===== src/rtl/mem_block_mover.sv =====
// mem_block_mover: copies or fills a block of memory words through the single data memory port.
module mem_block_mover #(
    parameter int DATA_WIDTH = 32,
    parameter int ADDR_WIDTH = 7
) (
    input  logic                  i_clk,
    input  logic                  i_rst,
    input  logic                  i_start,
    input  logic                  i_mode,
    input  logic [ADDR_WIDTH-1:0] i_src_addr,
    input  logic [ADDR_WIDTH-1:0] i_dst_addr,
    input  logic [ADDR_WIDTH:0]   i_len,
    input  logic [DATA_WIDTH-1:0] i_fill_data,
    input  logic                  i_abort,
    output logic                  o_busy,
    output logic                  o_done,
    output logic [DATA_WIDTH-1:0] o_mem_addr,
    output logic [DATA_WIDTH-1:0] o_mem_wdata,
    output logic                  o_mem_wr,
    input  logic [DATA_WIDTH-1:0] i_mem_rdata
);
    typedef enum logic [1:0] {S_IDLE, S_READ, S_WRITE, S_DONE} state_t;
    state_t                r_state;
    state_t                w_next;
    logic [ADDR_WIDTH-1:0] r_src;
    logic [ADDR_WIDTH-1:0] r_dst;
    logic [ADDR_WIDTH:0]   r_rem;
    logic                  r_mode;
    logic [DATA_WIDTH-1:0] r_fill;
    logic [DATA_WIDTH-1:0] r_buf;
    logic [ADDR_WIDTH-1:0] w_index;
    always_ff @(posedge i_clk or posedge i_rst) begin
        if (i_rst) r_state <= S_IDLE;
        else       r_state <= w_next;
    end
    always_comb begin
        w_next = r_state;
        case (r_state)
            S_IDLE:  if (i_start) w_next = (i_len == '0) ? S_DONE : (i_mode ? S_WRITE : S_READ);
            S_READ:  w_next = i_abort ? S_IDLE : S_WRITE;
            S_WRITE: w_next = i_abort ? S_IDLE :
                              (r_rem == (ADDR_WIDTH+1)'(1)) ? S_DONE :
                              (r_mode ? S_WRITE : S_READ);
            default: w_next = S_IDLE;
        endcase
    end
    // Pointers wrap naturally at ADDR_WIDTH bits; the write edge always commits, even on abort.
    always_ff @(posedge i_clk or posedge i_rst) begin
        if (i_rst) begin
            r_src  <= '0;
            r_dst  <= '0;
            r_rem  <= '0;
            r_mode <= 1'b0;
            r_fill <= '0;
            r_buf  <= '0;
        end else begin
            case (r_state)
                S_IDLE: if (i_start) begin
                    r_src  <= i_src_addr;
                    r_dst  <= i_dst_addr;
                    r_rem  <= i_len;
                    r_mode <= i_mode;
                    r_fill <= i_fill_data;
                end
                S_READ:  r_buf <= i_mem_rdata;
                S_WRITE: begin
                    r_src <= r_src + ADDR_WIDTH'(1);
                    r_dst <= r_dst + ADDR_WIDTH'(1);
                    r_rem <= r_rem - (ADDR_WIDTH+1)'(1);
                end
                default: ;
            endcase
        end
    end
    always_comb begin
        o_busy      = (r_state == S_READ) || (r_state == S_WRITE);
        o_done      = r_state == S_DONE;
        o_mem_wr    = r_state == S_WRITE;
        w_index     = (r_state == S_WRITE) ? r_dst : (r_state == S_READ) ? r_src : '0;
        o_mem_addr  = {{(DATA_WIDTH-ADDR_WIDTH){1'b0}}, w_index};
        o_mem_wdata = (r_state == S_WRITE) ? (r_mode ? r_fill : r_buf) : '0;
    end
endmodule


===== config.mk =====
export PLATFORM = sky130hd
export DESIGN_NAME = mem_block_mover
export DESIGN_NICKNAME = d
export VERILOG_FILES = /design/src/rtl/mem_block_mover.sv
export SDC_FILE = /design/constraint.sdc
export NUM_CORES = 1
export LEC_CHECK = 0
export ABC_AREA = 1
export BUFFER_PORTS_ARGS = -buffer_cell sky130_fd_sc_hd__buf_2
export CORE_MARGIN = 4
export CORE_UTILIZATION = 30
export DETAILED_ROUTE_END_ITERATION = 8
export PLACE_DENSITY = 0.53
export SLEW_MARGIN = 20
export SYNTH_ARGS = -nofsm -noshare
export SYNTH_HDL_FRONTEND = slang
export SYNTH_SLANG_ARGS = --single-unit

===== constraint.sdc =====
create_clock -name i_clk -period 7.7 [get_ports i_clk]
set_clock_uncertainty 0.2 [all_clocks]
set_input_delay 0.77 -clock i_clk [delete_from_list [all_inputs] [get_ports i_clk]]
set_output_delay 0.77 -clock i_clk [all_outputs]
set_load 0.05 [all_outputs]

==> results of run 1 <==
[flip-flops by register name, summed over array words and instances, names as in the netlist]
name / cells
r_dst: 7
r_buf: 32
r_src: 7
r_fill: 32
r_state: 2
r_rem: 8
r_mode: 1
[path summary, 6_finish.rpt]
path / to / slack, ns / cells past startpoint
max: o_mem_addr[3] / 4.18 / 7
min: r_fill[31]$_DFFE_PP0P_ / 0.05 / 2
max reg2reg: r_src[3]$_DFFE_PP0P_ / 5.17 / 10
min reg2reg: r_fill[19]$_DFFE_PP0P_ / 0.30 / 1
max in group asynchronous: r_rem[7]$_DFFE_PP0P_ / 6.27 / 3
min in group i_clk: r_fill[19]$_DFFE_PP0P_ / 0.30 / 1
[logic make-up after synthesis]
kind of cell	synth area share
simple gates	0.1240
buf+inv	0.1277
other cells	0.0007990
fa+ha+maj	0.02133
xor+xnor	0.001867
flops	0.4745
compound gates	0.1730
mux	0.07678
[worst max-delay path: stages (launching register included)]
cell,delay (ns)
dfrtp_1,0.42
inv_1,0.10
ha_2,0.16
buf_4,0.51
inv_2,0.39
nand2_1,0.27
o22ai_1,0.11
buf_2,0.24
[stage by stage]
step	worst slack, ns	hold slack (ns)	instances
finish	4.179	0.04888	881
floorplan	4.225	0.2643	574
global placement	4.676	0.2820	865
CTS	4.144	0.02889	881
detailed placement	4.537	0.2879	865
global route	3.932	0.03518	881
[cells in the final DEF, fill, tap and decap left out, drive strengths merged]
cell / instances
o21ai: 103
xor2: 1
clkbuf: 10
a32oi: 1
nand3: 12
clkinv: 3
o211ai: 3
dfrtp: 89
a31oi: 4
mux2: 32
o22ai: 5
nor2: 31
ha: 8
nand4: 1
o22a: 1
buf: 136
a21oi: 40
and3: 1
conb: 25
nor3: 2
nand2: 98
inv: 64
[cell type report]
type | count | area (µm²) | area share
Sequential cell | 89 | 2227 | 0.3932
Multi-Input combinational cell | 368 | 1962 | 0.3464
Timing Repair Buffer | 136 | 694.4 | 0.1226
Tap cell | 211 | 264.0 | 0.04661
Inverter | 61 | 230.2 | 0.04065
Clock buffer | 10 | 229.0 | 0.04042
Clock inverter | 6 | 57.56 | 0.01016
[cell usage after synthesis, drive strengths merged, types with 2 or more instances]
| cell type | instances | area [µm²] |
|---|---|---|
| a21oi | 40 | 200.2 |
| dfrtp | 89 | 2227 |
| mux2 | 32 | 360.4 |
| nor3 | 2 | 10.01 |
| inv | 61 | 229.0 |
| ha | 8 | 100.1 |
| o211ai | 3 | 22.52 |
| nand3 | 12 | 60.06 |
| nand2 | 98 | 382.9 |
| buf | 45 | 319.1 |
| clkbuf | 11 | 51.30 |
| o22ai | 5 | 31.28 |
| o21ai | 103 | 515.5 |
| nor2 | 31 | 116.4 |
| a31oi | 4 | 25.02 |
[power breakdown]
group | total [mW] | internal (mW) | switching, mW
Combinational | 1.28 | 0.365 | 0.914
Clock | 0.427 | 0.228 | 0.200
Sequential | 0.812 | 0.703 | 0.109
Total | 2.52 | 1.30 | 1.22
[routing by layer]
layer / vias up / share of wire / GRT usage
met5: - / 0 / 0
met4: 0 / 0.0075 / 0.03118
met3: 7 / 0.085 / 0.05323
met2: 150 / 0.45 / 0.2071
met1: 1870 / 0.46 / 0.1796
li1: 1983 / - / -
==> flow_metrics.py, run 1 <==
metrics = {
    "run_status": {
        "status": "finished clean",
    },
    "floorplan": {
        "core_area_um2": 15260,
        "die_height_um": 133.1,
        "pin_count": 158,
        "initial_core_util": 0.3076,
        "die_area_um2": 17710,
        "rows": 45,
        "fp.dieW_um": 133.1,
    },
    "cts": {
        "hold_buffers": 0,
        "ctsHtreeMaxLevel": 3,
        "cts.repair.resized": 0,
        "clk_latency_ns": 0.34,
        "cts_setup_buffers": 0,
        "cts.path.max_buffers": 2,
        "cts_tree": "built",
        "clock_sinks": 89,
        "cts_buffers": 9,
        "clk_pin_slew_ns": 0.07,
        "clock-root-buffer": "clkbuf_16",
    },
    "logic_synthesis": {
        "synth-seq-cells": 89,
        "synthesis.area_um2": 4693,
        "synth_edf_count": 0,
        "syn_area_per_cell_um2": 8.533,
        "syn-instance-count": 550,
        "ys_async_sr_fraction": 1.000,
        "ys_seq_area_frac": 0.4745,
        "synth-main-ff-cell": "dfrtp_1",
        "synth.distinct_cells": 28,
        "yosys_warnings": 0,
    },
    "detailed_routing": {
        "drtIter0Drc": 215,
        "drt_wl_total_um": 11820,
        "viasPerCell": 4.552,
        "wl_per_cell_um": 13.41,
        "ant_nets": 0,
        "num_vias": 4010,
        "drc": 0,
        "firstDrtPassIters": 5,
    },
    "timing": {
        "relSlewSlack": 0.4480,
        "hold_viol_final": 0,
        "finalSetupTns_ns": 0,
        "rsz0062_at_grt": "no",
        "max_clock_freq_mhz": 284.0,
        "drv_slew": 0,
        "worstMarginPinSlew_ns": 0.8279,
        "period_needed_ns": 3.521,
        "timing.final.crit_share": 0.4573,
        "finalSetupViolCount": 0,
    },
    "global_routing": {
        "track_usage": 0.1349,
        "grt_pass1_wl_um": 19490,
        "grt_antenna_before_repair": 0,
        "grt-ovfl-total": 0,
        "first_global_vias": 3966,
        "grt_max_degree": 89,
    },
    "worst_setup_path": {
        "startpoint_type": "flop",
        "cp_data_arrival_time_ns": 2.55,
        "r2r_start": "r_state[0]$_DFFE_PP0P_",
        "critPathCaptureType": "output port",
        "crit_type": "reg -> out",
        "cp-startpoint": "r_state[0]$_DFFE_PP0P_",
        "cp_data_required_time_ns": 6.73,
        "cp_max_fo": 65,
    },
    "layout": {
        "n_fill_cell": 1602,
        "drive_above_1_share": 0.2836,
        "final_nets": 764,
        "final_cell_area_um2": 5664,
        "utilization": 0.3712,
        "area_delta_synth_final_pct": 20.69,
        "antenna_cells": 0,
    },
    "power_and_ir_drop": {
        "power.density_nw_per_um2": 444.6,
        "p_leak_nw": 2.811,
        "max-vdd-ir-drop_mv": 0.2052,
        "power_mw": 2.518,
    },
    "placement": {
        "place_congestion": 0.8203,
        "dpl-instance-area_um2": 5378,
        "dp_hpwl_um": 8338,
        "portBuffers": 132,
    },
    "job": {
        "maxCapViolations": 0,
    },
    "hold_path": {
        "min_path_type": "in -> async",
    },
}
No activity file was read; power rests on OpenSTA's default activity.
==> run 2: changes to the inputs <==
==> constraint.sdc (replaced) <==
create_clock -name i_clk -period 3.5 [get_ports i_clk]
set_clock_uncertainty 0.2 [all_clocks]
set_input_delay 0.35 -clock i_clk [delete_from_list [all_inputs] [get_ports i_clk]]
set_output_delay 0.35 -clock i_clk [all_outputs]
set_load 0.05 [all_outputs]
==> flow_metrics.py, run 2 (synthesized netlist as in run 1, its figures left out) <==
metrics = {
    "run_status": {
        "status": "finished, violations left",
        "violations": "hold timing",
    },
    "timing": {
        "worstMarginPinSlew_ns": 0.9305,
        "holdWs_ns": -0.02309,
        "finalSetupViolCount": 0,
        "hold_viol_final": 30,
        "timing.final.crit_share": 0.8026,
        "max_clock_freq_mhz": 356.0,
        "relSlewSlack": 0.3790,
        "finalSetupTns_ns": 0,
        "period_needed_ns": 2.809,
        "rsz0062_at_grt": "no",
        "drv_slew": 0,
    },
    "worst_setup_path": {
        "slowest_delay_ns": 0.41,
        "crit_buf_inv": 3,
        "worst_path_max_delay_cell": "inv_2",
        "startpoint_type": "flop",
        "critPathCaptureType": "output port",
        "cp-startpoint": "r_state[0]$_DFFE_PP0P_",
        "cp_max_fo": 31,
        "path_cells": "inv_1 -> ha_2 -> inv_2 -> nand2_1 -> o21ai_0 -> buf_2",
        "cp_data_arrival_time_ns": 2.26,
        "r2r_start": "r_state[0]$_DFFE_PP0P_",
        "cp_data_required_time_ns": 2.95,
        "crit_type": "reg -> out",
        "cp_top_family": "buffers and inverters",
    },
    "global_routing": {
        "grt-ovfl-total": 0,
        "grt_pass1_wl_um": 19790,
        "grt_max_degree": 66,
        "grt_antenna_before_repair": 0,
        "first_global_vias": 4107,
        "track_usage": 0.1383,
    },
    "cts": {
        "clock-root-buffer": "clkbuf_16",
        "clk_latency_ns": 0.34,
        "clock_sinks": 89,
        "cts.repair.resized": 0,
        "cts.path.max_buffers": 2,
        "cts_setup_buffers": 0,
        "cts_tree": "built",
        "ctsHtreeMaxLevel": 3,
        "clk_pin_slew_ns": 0.07,
        "cts_buffers": 9,
    },
    "floorplan": {
        "pin_count": 158,
        "initial_core_util": 0.3076,
        "core_area_um2": 15260,
        "die_area_um2": 17710,
        "fp.dieW_um": 133.1,
        "rows": 45,
        "die_height_um": 133.1,
    },
    "layout": {
        "final_cell_mix": "132 x buf_2, 101 x o21ai_0, 96 x nand2_1",
        "drive_above_1_share": 0.2851,
        "final_nets": 771,
        "area_delta_synth_final_pct": 22.50,
        "utilization": 0.3768,
        "top_regs": "r_buf: 32 flops, r_fill: 32 flops, r_rem: 8 flops",
        "antenna_cells": 0,
        "layout_commonest_cell": "buf_2",
        "final_cell_area_um2": 5749,
    },
    "detailed_routing": {
        "wl_per_cell_um": 13.77,
        "drt_wl_total_um": 12230,
        "drtIter0Drc": 198,
        "ant_nets": 0,
        "drc": 0,
        "firstDrtPassIters": 4,
        "num_vias": 4027,
        "viasPerCell": 4.535,
    },
    "placement": {
        "dp_hpwl_um": 8801,
        "place_congestion": 0.8103,
        "portBuffers": 132,
        "dpl-instance-area_um2": 5389,
    },
    "power_and_ir_drop": {
        "p_seq_frac": 0.316,
        "p_leak_nw": 2.845,
        "p_comb_frac": 0.503,
        "power.density_nw_per_um2": 984.2,
        "clkPwrFrac": 0.181,
        "power_mw": 5.658,
        "netSwitchingFraction": 0.4816,
        "p_sw_mw": 2.725,
        "intPower_mw": 2.934,
        "max-vdd-ir-drop_mv": 0.4887,
    },
    "job": {
        "maxCapViolations": 0,
    },
    "hold_path": {
        "min_path_type": "in -> async",
    },
}
==> run 2: per-layer routing <==
layer | track usage | up-vias | part of all wire
met5 | 0 | - | 0
met4 | 0.03291 | 0 | 0.0083
met3 | 0.05095 | 9 | 0.079
met2 | 0.2144 | 147 | 0.45
met1 | 0.1842 | 1877 | 0.47
li1 | - | 1994 | -
==> run 2: layout make-up <==
| class | instances | area (µm²) |
|---|---|---|
| Clock buffer | 9 | 225.2 |
| Clock inverter | 7 | 85.08 |
| Fill cell | 1559 | 9509 |
| Inverter | 61 | 230.2 |
| Multi-Input combinational cell | 368 | 1962 |
| Sequential cell | 89 | 2227 |
| Tap cell | 211 | 264.0 |
| Timing Repair Buffer | 143 | 755.7 |
==> run 2: what timing repair did <==
item	CTS	global route
hold endpoints to repair	5	0
hold buffers	5	0
endpoints found under the setup margin	0	0
==> run 2: worst paths after layout <==
check	slack, ns	endpoint	cells after the start
worst min-delay path	-0.02	r_fill[13]$_DFFE_PP0P_	2
max in group asynchronous	2.30	r_buf[18]$_DFFE_PP0N_	3
min in group i_clk	0.02	r_buf[31]$_DFFE_PP0N_	3
worst min register to register	0.30	r_fill[20]$_DFFE_PP0P_	1
worst max register to register	1.11	r_src[4]$_DFFE_PP0P_	9
worst max-delay path	0.69	o_mem_addr[6]	6
==> run 2: metrics by stage <==
stage          std cells  setup WS [ns]
2_1_floorplan        574         0.4445
4_1_cts              888         0.6649
5_1_grt              888         0.4556
6_report             888         0.6910
3_3_place_gp         867          1.084
3_5_place_dp         867          1.058
==> run 2: power groups by stage <==
stage	clock network [mW]	logic [mW]	registers [mW]
after floorplan	0	2.36	1.74
after CTS	1.06	2.89	1.79
after global routing	1.09	3.16	1.85
after global placement	0	2.81	1.80
final	1.02	2.85	1.79
after detailed placement	0	2.88	1.81
==> run 2: worst register-to-register path, delay by kind of cell, from the launching register on <==
kind	cells	cell delay [ns]
flip-flops	1	0.42
buffers and inverters	3	0.34
adder cells (fa/ha/maj)	1	0.25
AND/OR/NAND/NOR	3	0.83
AO/OA/AOI/OAI	2	0.26
